**src/rtl/dmc_ui_arb_pkg.sv**
```systemverilog
// Shared definitions for the DDR UI-port arbiter: app command encodings and FSM states.
package dmc_ui_arb_pkg;

    localparam logic [2:0] DMC_CMD_WRITE = 3'b000;
    localparam logic [2:0] DMC_CMD_READ  = 3'b001;

    typedef enum logic [1:0] {
        IDLE  = 2'd0,
        CMD   = 2'd1,
        WDATA = 2'd2
    } arb_state_e;

endpackage

```
**src/rtl/dmc_ui_arb_tag_fifo.sv**
```systemverilog
// Tag FIFO recording which requester owns each outstanding read burst, in issue order.
// A push and a pop in the same cycle are both honoured, including when full.
module dmc_ui_arb_tag_fifo #(
    parameter int tag_width_p = 1,
    parameter int depth_p     = 8
) (
    input  logic                   clk_i,
    input  logic                   reset_i,
    input  logic                   push_i,
    input  logic                   pop_i,
    input  logic [tag_width_p-1:0] data_i,
    output logic [tag_width_p-1:0] data_o,
    output logic                   full_o,
    output logic                   empty_o
);
    import dmc_ui_arb_pkg::*;

    localparam int ptr_w_lp = $clog2(depth_p);
    localparam int cnt_w_lp = $clog2(depth_p + 1);

    logic [tag_width_p-1:0] mem_q [depth_p];
    logic [tag_width_p-1:0] mem_d [depth_p];
    logic [ptr_w_lp-1:0]    wr_ptr_q, wr_ptr_d, rd_ptr_q, rd_ptr_d;
    logic [cnt_w_lp-1:0]    count_q, count_d;
    logic                   do_push_s, do_pop_s;

    assign empty_o = (count_q == cnt_w_lp'(0));
    assign full_o  = (count_q == cnt_w_lp'(depth_p));
    assign data_o  = mem_q[rd_ptr_q];

    // Next-state for storage, pointers and occupancy count.
    always_comb begin
        do_pop_s  = pop_i && !empty_o;
        do_push_s = push_i && (!full_o || do_pop_s);
        mem_d     = mem_q;
        wr_ptr_d  = wr_ptr_q;
        rd_ptr_d  = rd_ptr_q;
        count_d   = count_q;
        if (do_push_s) begin
            mem_d[wr_ptr_q] = data_i;
            wr_ptr_d        = wr_ptr_q + ptr_w_lp'(1);
        end else begin
            wr_ptr_d = wr_ptr_q;
        end
        if (do_pop_s) begin
            rd_ptr_d = rd_ptr_q + ptr_w_lp'(1);
        end else begin
            rd_ptr_d = rd_ptr_q;
        end
        case ({do_push_s, do_pop_s})
            2'b10:   count_d = count_q + cnt_w_lp'(1);
            2'b01:   count_d = count_q - cnt_w_lp'(1);
            default: count_d = count_q;
        endcase
    end

    // FIFO state registers with synchronous flush.
    always_ff @(posedge clk_i) begin
        if (reset_i) begin
            wr_ptr_q <= '0;
            rd_ptr_q <= '0;
            count_q  <= '0;
            for (int i = 0; i < depth_p; i++) begin
                mem_q[i] <= '0;
            end
        end else begin
            wr_ptr_q <= wr_ptr_d;
            rd_ptr_q <= rd_ptr_d;
            count_q  <= count_d;
            mem_q    <= mem_d;
        end
    end

endmodule

```
**src/rtl/dmc_ui_arbiter.sv**
```systemverilog
// Round-robin arbiter sharing one DDR controller app_* port between requesters.
// Write beats stream from the granted lane; read beats are steered back via a tag FIFO.
module dmc_ui_arbiter
    import dmc_ui_arb_pkg::*;
#(
    parameter int num_req_p         = 2,
    parameter int ui_addr_width_p   = 28,
    parameter int ui_data_width_p   = 64,
    parameter int ui_burst_length_p = 8,
    parameter int rd_tag_depth_p    = 8
) (
    input  logic                                     ui_clk_i,
    input  logic                                     ui_reset_i,
    input  logic                                     init_calib_done_i,
    input  logic [num_req_p-1:0]                     req_valid_i,
    input  logic [num_req_p-1:0]                     req_write_i,
    input  logic [num_req_p*ui_addr_width_p-1:0]     req_addr_i,
    output logic [num_req_p-1:0]                     req_ready_o,
    input  logic [num_req_p*ui_data_width_p-1:0]     wdata_i,
    input  logic [num_req_p*ui_data_width_p/8-1:0]   wmask_i,
    input  logic [num_req_p-1:0]                     wdata_valid_i,
    output logic [num_req_p-1:0]                     wdata_ready_o,
    output logic [ui_data_width_p-1:0]               rdata_o,
    output logic [num_req_p-1:0]                     rdata_valid_o,
    output logic                                     rdata_last_o,
    output logic                                     rd_orphan_o,
    output logic [ui_addr_width_p-1:0]               app_addr_o,
    output logic [2:0]                               app_cmd_o,
    output logic                                     app_en_o,
    input  logic                                     app_rdy_i,
    output logic [ui_data_width_p-1:0]               app_wdf_data_o,
    output logic [ui_data_width_p/8-1:0]             app_wdf_mask_o,
    output logic                                     app_wdf_wren_o,
    output logic                                     app_wdf_end_o,
    input  logic                                     app_wdf_rdy_i,
    input  logic [ui_data_width_p-1:0]               app_rd_data_i,
    input  logic                                     app_rd_data_valid_i,
    input  logic                                     app_rd_data_end_i
);
    localparam int tag_w_lp  = $clog2(num_req_p);
    localparam int beat_w_lp = $clog2(ui_burst_length_p);
    localparam int mask_w_lp = ui_data_width_p / 8;

    arb_state_e                 state_q, state_d;
    logic [tag_w_lp-1:0]        grant_q, grant_d, rr_ptr_q, rr_ptr_d;
    logic [ui_addr_width_p-1:0] addr_q, addr_d;
    logic [2:0]                 cmd_q, cmd_d;
    logic [beat_w_lp-1:0]       beat_q, beat_d;
    logic                       orphan_q, orphan_d;
    logic [num_req_p-1:0]       eligible_s;
    logic                       pick_valid_s;
    logic [tag_w_lp-1:0]        pick_idx_s, fifo_head_s;
    logic                       fifo_push_s, fifo_pop_s, fifo_full_s, fifo_empty_s;

    dmc_ui_arb_tag_fifo #(
        .tag_width_p (tag_w_lp),
        .depth_p     (rd_tag_depth_p)
    ) u_tag_fifo (
        .clk_i   (ui_clk_i),
        .reset_i (ui_reset_i),
        .push_i  (fifo_push_s),
        .pop_i   (fifo_pop_s),
        .data_i  (grant_q),
        .data_o  (fifo_head_s),
        .full_o  (fifo_full_s),
        .empty_o (fifo_empty_s)
    );

    assign app_addr_o  = addr_q;
    assign app_cmd_o   = cmd_q;
    assign rd_orphan_o = orphan_q;

    // Round-robin pick: first eligible requester at or after rr_ptr, modulo N.
    always_comb begin
        pick_valid_s = 1'b0;
        pick_idx_s   = '0;
        for (int i = 0; i < num_req_p; i++) begin
            eligible_s[i] = req_valid_i[i] && init_calib_done_i && (req_write_i[i] || !fifo_full_s);
        end
        for (int k = 0; k < num_req_p; k++) begin
            if (!pick_valid_s && eligible_s[(int'(rr_ptr_q) + k) % num_req_p]) begin
                pick_valid_s = 1'b1;
                pick_idx_s   = tag_w_lp'((int'(rr_ptr_q) + k) % num_req_p);
            end else begin
                pick_valid_s = pick_valid_s;
            end
        end
    end

    // Command/write FSM next state plus command handshake and write-lane muxing.
    always_comb begin
        state_d        = state_q;
        grant_d        = grant_q;
        addr_d         = addr_q;
        cmd_d          = cmd_q;
        rr_ptr_d       = rr_ptr_q;
        beat_d         = beat_q;
        app_en_o       = 1'b0;
        req_ready_o    = '0;
        fifo_push_s    = 1'b0;
        wdata_ready_o  = '0;
        app_wdf_wren_o = 1'b0;
        app_wdf_data_o = '0;
        app_wdf_mask_o = '0;
        app_wdf_end_o  = 1'b0;
        case (state_q)
            IDLE: begin
                if (pick_valid_s) begin
                    grant_d = pick_idx_s;
                    addr_d  = req_addr_i[int'(pick_idx_s)*ui_addr_width_p +: ui_addr_width_p];
                    cmd_d   = req_write_i[pick_idx_s] ? DMC_CMD_WRITE : DMC_CMD_READ;
                    state_d = CMD;
                end else begin
                    state_d = IDLE;
                end
            end
            CMD: begin
                app_en_o = 1'b1;
                if (app_rdy_i) begin
                    req_ready_o[grant_q] = 1'b1;
                    rr_ptr_d = tag_w_lp'((int'(grant_q) + 1) % num_req_p);
                    if (cmd_q == DMC_CMD_READ) begin
                        fifo_push_s = 1'b1;
                        state_d     = IDLE;
                    end else begin
                        state_d = WDATA;
                    end
                end else begin
                    state_d = CMD;
                end
            end
            WDATA: begin
                app_wdf_wren_o         = wdata_valid_i[grant_q];
                wdata_ready_o[grant_q] = app_wdf_rdy_i;
                app_wdf_data_o = wdata_i[int'(grant_q)*ui_data_width_p +: ui_data_width_p];
                app_wdf_mask_o = wmask_i[int'(grant_q)*mask_w_lp +: mask_w_lp];
                app_wdf_end_o  = (beat_q == beat_w_lp'(ui_burst_length_p - 1));
                if (app_wdf_wren_o && app_wdf_rdy_i) begin
                    if (app_wdf_end_o) begin
                        beat_d  = '0;
                        state_d = IDLE;
                    end else begin
                        beat_d = beat_q + beat_w_lp'(1);
                    end
                end else begin
                    beat_d = beat_q;
                end
            end
            default: begin
                state_d = IDLE;
            end
        endcase
    end

    // Read return steering: route beats to the FIFO head owner, pop on burst end.
    always_comb begin
        rdata_o       = app_rd_data_i;
        rdata_valid_o = '0;
        if (app_rd_data_valid_i && !fifo_empty_s) begin
            rdata_valid_o[fifo_head_s] = 1'b1;
        end else begin
            rdata_valid_o = '0;
        end
        rdata_last_o = app_rd_data_valid_i && app_rd_data_end_i;
        fifo_pop_s   = app_rd_data_valid_i && app_rd_data_end_i && !fifo_empty_s;
        orphan_d     = orphan_q || (app_rd_data_valid_i && fifo_empty_s);
    end

    // Arbiter state registers; reset abandons any burst in flight.
    always_ff @(posedge ui_clk_i) begin
        if (ui_reset_i) begin
            state_q  <= IDLE;
            grant_q  <= '0;
            addr_q   <= '0;
            cmd_q    <= 3'b000;
            rr_ptr_q <= '0;
            beat_q   <= '0;
            orphan_q <= 1'b0;
        end else begin
            state_q  <= state_d;
            grant_q  <= grant_d;
            addr_q   <= addr_d;
            cmd_q    <= cmd_d;
            rr_ptr_q <= rr_ptr_d;
            beat_q   <= beat_d;
            orphan_q <= orphan_d;
        end
    end

endmodule
```
**config.mk**
```make
export PLATFORM = sky130hd
export DESIGN_NAME = dmc_ui_arbiter
export DESIGN_NICKNAME = d
export VERILOG_FILES = /design/src/rtl/dmc_ui_arb_pkg.sv /design/src/rtl/dmc_ui_arb_tag_fifo.sv /design/src/rtl/dmc_ui_arbiter.sv
export SDC_FILE = /design/constraint.sdc
export NUM_CORES = 1
export LEC_CHECK = 0
export CELL_PAD_IN_SITES_DETAIL_PLACEMENT = 2
export CELL_PAD_IN_SITES_GLOBAL_PLACEMENT = 2
export CORE_MARGIN = 2
export CORE_UTILIZATION = 14
export CTS_CLUSTER_SIZE = 25
export DETAILED_ROUTE_END_ITERATION = 6
export GPL_ROUTABILITY_DRIVEN = 0
export PLACE_DENSITY = 0.85
export SLEW_MARGIN = 20
export SYNTH_ARGS = -nofsm -noshare
export SYNTH_HDL_FRONTEND = slang
export SYNTH_SLANG_ARGS = --single-unit
```
**constraint.sdc**
```tcl
create_clock -name ui_clk_i -period 7 [get_ports ui_clk_i]
set_input_delay 1.05 -clock ui_clk_i [delete_from_list [all_inputs] [get_ports ui_clk_i]]
set_output_delay 1.05 -clock ui_clk_i [all_outputs]
set_load 0.02 [all_outputs]
```
Yosys cells after proc, flatten, opt, wreduce, memory -nomap -nowiden:

Cells that the tools add are included.

* muxes and demuxes: 44
* $lt $le $gt $ge: 10
* shifts and indexed selects: 3
* equality and inequality tests: 9
* multiply operators: 1
* bitwise operators: 4
* add/sub/neg operators: 7
* reduce and logical (&&, ||, !) cells: 29

Operators with widths (count)
* 128-bit by 8-bit variable part select with 64-bit output: 1
* 64-bit 2-to-1 mux: 1
* 56-bit by 7-bit variable part select with 28-bit output: 1
* 1-bit 2-to-1 mux: 26
* 2-bit 2-to-1 mux: 8
* 16-bit by 5-bit variable part select with 8-bit output: 1
* 1-bit logical AND: 15
* 3-bit by 1-bit adder with 3-bit output, second input constant: 3
* 8-bit bitwise mux: 1
* 4-bit >= comparator, second input constant: 2
* 1-bit by 2-bit < comparator with 1-bit output, second input constant: 4
* 8-bit 2-to-1 mux: 1
* 3-bit NOT with 4-bit output: 2
* 4-bit one-hot mux with 2 select lines: 1
* 2-bit AND reduction: 4
* 2-bit one-hot mux with 3 select lines: 1
* 4-bit by 1-bit adder with 4-bit output, second input constant: 1
* 2-bit by 1-bit equality test with 1-bit output, second input constant: 2
* 2-bit equality test, second input constant: 2
* 4-bit equality test, second input constant: 1
* 4-bit logical NOT: 1
* 1-bit logical OR: 4
* 4-bit by 1-bit < comparator with 1-bit output, second input constant: 1
* 1-bit by 3-bit multiplier with 4-bit output, second input constant: 1
* other kinds (16): 22

* output and inout port bits: 178
* bits in registers: 57

Logic depth before layout (Yosys ltp):

* depth in word-level cells: 13
* depth in mapped cells: 13
* gate-level depth less buffers: 10

Hierarchy:

A second synthesis with hierarchy kept.

* cell total of the unflattened synthesis: 576
* area total of the unflattened synthesis: 4764.6 um^2

Modules (own cells, without submodules)
* dmc_ui_arbiter: instances 1, area an instance 3637.2 um^2, cells an instance 463
* dmc_ui_arb_tag_fifo: instances 1, area an instance 1127.3 um^2, cells an instance 113

Worst setup path before layout:

No wires, ideal clock.

* path type: input to register
* start point: in app_rd_data_valid_i
* end point: reg u_tag_fifo.count_q[2]
* stages on the path: 11
* path buffers: 1
* data arrival time: 2.948 ns
* slack: 3.982 ns
* cell sequence: and2_1 -> o2111a_1 -> buf_2 -> inv_2 -> ha_1 -> xor2_1 -> ha_1 -> a21oi_1 -> xor2_1 -> or3_1 -> a21oi_1

* word-level cells in the longest chain between the ends: 7
* elaborated cells between the ends (all ways): 9
* classes of those cells: eq/ne: 2; mux: 1; reduce/logical: 6

Ends and longest elaborated chain
* start, declared: line dmc_ui_arbiter.sv:37 `input logic app_rd_data_valid_i,`
* 1-bit logical AND (*) (2 in series): line dmc_ui_arbiter.sv:165 `fifo_pop_s = app_rd_data_valid_i && app_rd_data_end_i && !fifo_empty_s;`
* 1-bit logical AND (*): line dmc_ui_arb_tag_fifo.sv:33 `do_pop_s = pop_i && !empty_o;`
* 1-bit logical OR: line dmc_ui_arb_tag_fifo.sv:34 `do_push_s = push_i && (!full_o || do_pop_s);`
* 1-bit logical AND: line dmc_ui_arb_tag_fifo.sv:34
* 2-bit by 1-bit equality test with 1-bit output / 2-bit equality test (equally long branches): line dmc_ui_arb_tag_fifo.sv:50 `case ({do_push_s, do_pop_s})`
* 4-bit one-hot mux with 2 select lines / 2-bit nonzero test (equally long branches)
* end signal, assigned: line dmc_ui_arb_tag_fifo.sv:69 `count_q <= count_d;`
* end, declared: line dmc_ui_arb_tag_fifo.sv:24 `logic [cnt_w_lp-1:0] count_q, count_d;`

Mark *: on every way between the ends. The rest lies on a longest branch, timed or not.
A chain may end at the register's enable or synchronous reset.

Final worst setup path:

* start point: reg grant_q
* end point: out app_wdf_data_o[3]

* word-level cells in the longest chain between the ends: 2

Ends and longest elaborated chain
* start, declared: line dmc_ui_arbiter.sv:45 `logic [tag_w_lp-1:0] grant_q, grant_d, rr_ptr_q, rr_ptr_d;`
* start signal, assigned: line dmc_ui_arbiter.sv:181 `grant_q <= grant_d;`
* 128-bit by 8-bit variable part select with 64-bit output: line dmc_ui_arbiter.sv:135 `app_wdf_data_o = wdata_i[int'(grant_q)*ui_data_width_p +: ui_data_width_p];`
* 64-bit 2-to-1 mux: line dmc_ui_arbiter.sv:106 `case (state_q)`
* end, declared: line dmc_ui_arbiter.sv:31 `output logic [ui_data_width_p-1:0] app_wdf_data_o,`

No other way between the ends.

==> Flow_metrics.wiki <==
{| class="wikitable"
! Metric !! Value
|-
| Worst reg2reg path endpoint || u_tag_fifo.count_q[2]$_SDFFE_PP0P_
|-
| # port buffers || 324
|-
| Fin crit share || 55.8%
|-
| Starting DRC count in detailed routing || 109
|-
| Number of global-route vias before repair || roughly 5k
|-
| Die width || 179 µm
|-
| Worst vdd rail ir drop || a little under 90 µV
|-
| Cell variety after synth || 43
|-
| Number of CTS-inserted buffers || 5
|-
| Leakage power total || roughly 2.7 nW
|-
| Number of enable-type register cells in the synthesized netlist || 0
|-
| Crit path arrival time || approximately 2900 ps
|-
| Number of standard cells in the final layout excluding fillers || roughly 1.1k
|-
| Xor and xnor area share after synthesis || under 10%
|-
| Y dimension of the die || ~180 µm
|-
| Number of setup buffers added after CTS || 0
|-
| Sequential element share of the synthesized area || 25.8%
|-
| Critical path startpoint category || flop
|-
| Share of async-settable or async-resettable flops after synthesis || 0%
|-
| Routed WL per cell || between 15 and 20 µm
|-
| Htree depth || 2
|-
| Hold_sp || rd_orphan_o$_SDFF_PP0_
|-
| CP Max Fanout || 43
|-
| Met1 demand-to-capacity share in global routing || 12.9%
|-
| Maximum number of pins on one net before global-route repair || 75
|-
| Number of vias per cell after detailed routing || approximately 4.0
|-
| Area share of the largest cell type after synthesis || a little over a quarter
|-
| Global-route wire length before repair || around 30,000 µm
|-
| Final setup skew || just over 10 ps
|-
| Most used DFF post-synth || dfxtp_1
|-
| Adder-cell share of the synthesized area || approximately 2%
|-
| Initial Utilization || 14.3%
|-
| Row Count || 63
|-
| Number of placed I/O pins || between 400 and 500
|-
| Syn-to-layout area delta || 76.2%
|-
| Actual slew at the worst max-slew pin || 814 ps
|-
| Core region area || between 20,000 and 30,000 µm²
|-
| Buffers from clock root to sink, at most || 2
|-
| Cells resized by post-CTS repair || 0
|-
| Worst relative slew slack || a little under half
|-
| Avg Inst Size Synth || around 8.2 µm²
|-
| Cell area power density || roughly 130 nW/µm²
|-
| Filler cell count || roughly 3.4k
|-
| Global routing usage on met3 || 3.50%
|-
| Basic-gate share of the synthesized area counting and, or, nand and nor cells || between 10% and 20%
|-
| Clock-pin slew of the registers on the worst-case setup and hold paths || 90 ps
|-
| Multi-input logic area || 2480 µm²
|-
| Number of pins exceeding their max-slew limit in the final report || 0
|-
| Critical Path End Type || output port
|-
| Launch instance of the worst register-to-register path || u_tag_fifo.count_q[0]$_SDFFE_PP0P_
|-
| Count of mapped cells out of synthesis || 518
|-
| Worst-case reg-to-reg path depth || 10
|-
| Master cell of the clock root buffer || clkbuf_16
|-
| Final number of hold-violating endpoints || 0
|-
| Total gr overflow || 0
|-
| Worst hold path depth || 2
|-
| Final-report setup violation count || 0
|-
| Ant diodes || 0
|-
| Share of layout cells above drive strength 1 || about 3.3%
|-
| Yosys Warn Count || 0
|-
| Capture endpoint of the worst hold path || rd_orphan_o$_SDFF_PP0_
|-
| Maxcap violations || 0
|-
| Met2 capacity usage during global routing || approximately 23%
|-
| Sum of negative setup slack || 0 ps
|-
| Flip-flop and latch count after synthesis || 55
|-
| Run status || completed
|-
| Via count of the routed design || ~4.6k
|-
| Cell Count Post-Placement || 1,133
|-
| Die area || between 30,000 and 40,000 µm²
|-
| Residual antenna-violating net count after detailed routing || 0
|-
| Half-perimeter wire length of the detailed placement result || 17,000 µm
|-
| CTS tree || done
|-
| Compound-gate portion of the synthesized area || about 8.4%
|-
| Layer with the highest usage || met2
|-
| HP Class || flop to flop
|-
| Maximum operating frequency || about 260 MHz
|-
| Hold-fix buffer count after cts || 0
|-
| FF-to-FF setup slack || roughly 4000 ps
|-
| Mapped Area || 4270 µm²
|-
| Insertion delay to the later sink of the worst-skew pair || around 310 ps
|-
| Critical path data required time || between 5000 and 6000 ps
|-
| Count of clock tree sinks || 55
|-
| Final worst path period need || about 3900 ps
|-
| Largest cells by area after synthesis || mux2i_1 27%, dfxtp_1 26%, buf_4 12%
|-
| First-pass iteration count of the detailed router || 4
|-
| Routed WL || 20,400 µm
|-
| Main combinational cell family by area after synthesis || multiplexers
|-
| Multiplexer share of the synthesized area || around 28%
|-
| Unrepaired setup endpoints after global routing || false
|-
| Top cell type by total area after synthesis || mux2i_1
|-
| Final nets || about 1.0k
|-
| DRC Markers || 0
|-
| Register area || 1100 µm²
|-
| Critical path class || flop to output port
|-
| Global routing usage summed across all routing layers || around an eighth
|-
| Initial antenna violation count || 0
|}
==> logic make-up (layout without fill, tap and decap cells) <==
logic type / Yosys count / after routing
other: 1 / 2
adder cells (fa/ha/maj): 7 / 7
XOR/XNOR: 8 / 8
AND/OR/NAND/NOR: 171 / 171
AO/OA/AOI/OAI: 50 / 50
buffers and inverters: 109 / 341
flip-flops: 55 / 55
multiplexers: 117 / 117
==> stage by stage <==
step / power (W) / hold slack (ps) / setup WS [ps] / utilization (%) / instance area, µm²
5_1_grt: 0.00102 / 526 / 2910 / 25.2 / 7520
3_3_place_gp: 0.000690 / 452 / 3380 / 24.7 / 7360
6_report: 0.000964 / 477 / 3090 / 25.2 / 7520
2_1_floorplan: 0.000541 / 448 / 3980 / - / 4270
4_1_cts: 0.000985 / 485 / 3010 / 25.2 / 7520
3_5_place_dp: 0.000700 / 463 / 3330 / 24.7 / 7360
==> where the power goes <==
| group | switching, W | internal, W | leakage (nW) | total (W) |
|---|---|---|---|---|
| combinational | 0.000143 | 0.000198 | 2.15 | 0.000341 |
| sequential | 0.0000154 | 0.000332 | 0.451 | 0.000347 |
| clock | 0.000139 | 0.000137 | 0.0719 | 0.000276 |
| total | 0.000298 | 0.000666 | 2.67 | 0.000964 |
==> cell usage after synthesis, types with 2 or more instances <==
cell type / instances
nor4b_1: 3
buf_2: 3
xor2_1: 5
nor2_1: 133
inv_1: 3
nand4b_1: 2
dfxtp_1: 55
nand2_1: 9
nand3_1: 2
a211oi_1: 29
nor2b_1: 4
ha_1: 7
and2_1: 3
nor4_1: 2
o21ai_0: 4
xnor2_1: 3
o21ai_1: 2
mux4_2: 2
clkbuf_1: 22
nand2b_1: 2
nor3_1: 2
buf_1: 9
buf_6: 3
nand3b_1: 2
buf_4: 67
mux2i_1: 114
a21oi_1: 10
==> cells in the final DEF (no fill, tap or decap), types with 2 or more instances in the layout <==
master | synthesis | final
nor2b_1 | 4 | 4
ha_1 | 7 | 7
clkbuf_16 | 0 | 5
inv_1 | 3 | 3
nand3b_1 | 2 | 2
conb_1 | 1 | 2
a21oi_1 | 10 | 9
nor3_1 | 2 | 2
nor4_1 | 2 | 2
nor4b_1 | 3 | 3
dfxtp_1 | 55 | 54
nor2_1 | 133 | 133
mux2i_1 | 114 | 114
xnor2_1 | 3 | 3
o21ai_0 | 4 | 4
clkdlybuf4s50_1 | 0 | 323
and2_1 | 3 | 3
o21ai_1 | 2 | 2
nand4b_1 | 2 | 2
nand3_1 | 2 | 2
a211oi_1 | 29 | 29
xor2_1 | 5 | 5
nand2_1 | 9 | 9
buf_4 | 67 | 5
mux4_2 | 2 | 2
==> state kept, by name (all words and copies together) (netlist names) <==
| signal | cells |
|---|---|
| app_addr_o | 28 |
| u_tag_fifo.mem_q | 8 |
| u_tag_fifo.count_q | 4 |
| beat_q | 3 |
| u_tag_fifo.rd_ptr_q | 3 |
| u_tag_fifo.wr_ptr_q | 3 |
| state_q | 2 |
| app_cmd_o | 1 |
| grant_q | 1 |
| rd_orphan_o | 1 |
| rr_ptr_q | 1 |
==> critical path, stage by stage, from the launching register on <==
cell             delay [ps]
dfxtp_4                 800
buf_4                   700
mux2i_1                 180
nor2_1                  140
clkdlybuf4s50_1         670
==> routing by layer <==
metal / part of all wire (%) / vias to the layer above / routed length (µm)
met5: 0 / - / 0
met4: 2.3 / 0 / 465
met3: 6.5 / 25 / 1330
met2: 54 / 173 / 11000
met1: 37 / 2200 / 7580
li1: - / 2156 / -
==> area by class of cell <==
class	instances	share of cell area (%)
Clock buffer	5	1.66
Clock inverter	3	0.366
Multi-Input combinational cell	355	33.0
Timing Repair Buffer	329	43.6
Tap cell	390	6.49
Inverter	4	0.200
Sequential cell	55	14.7
==> how the worst max path moves through the flow <==
stage | from | endpoint | slack (ps) | cells after the start
2_1_floorplan | app_rd_data_valid_i | u_tag_fifo.count_q[2]$_SDFFE_PP0P_ | 3980 | 11
3_3_place_gp | app_rd_data_valid_i | u_tag_fifo.count_q[2]$_SDFFE_PP0P_ | 3380 | 11
3_5_place_dp | app_rd_data_valid_i | u_tag_fifo.count_q[2]$_SDFFE_PP0P_ | 3330 | 11
4_1_cts | grant_q$_SDFFE_PP0P_ | app_wdf_data_o[3] | 3010 | 4
5_1_grt | grant_q$_SDFFE_PP0P_ | app_wdf_data_o[3] | 2910 | 4
6_report | grant_q$_SDFFE_PP0P_ | app_wdf_data_o[3] | 3090 | 4
Note: power is estimated with default switching activity, not from simulation.
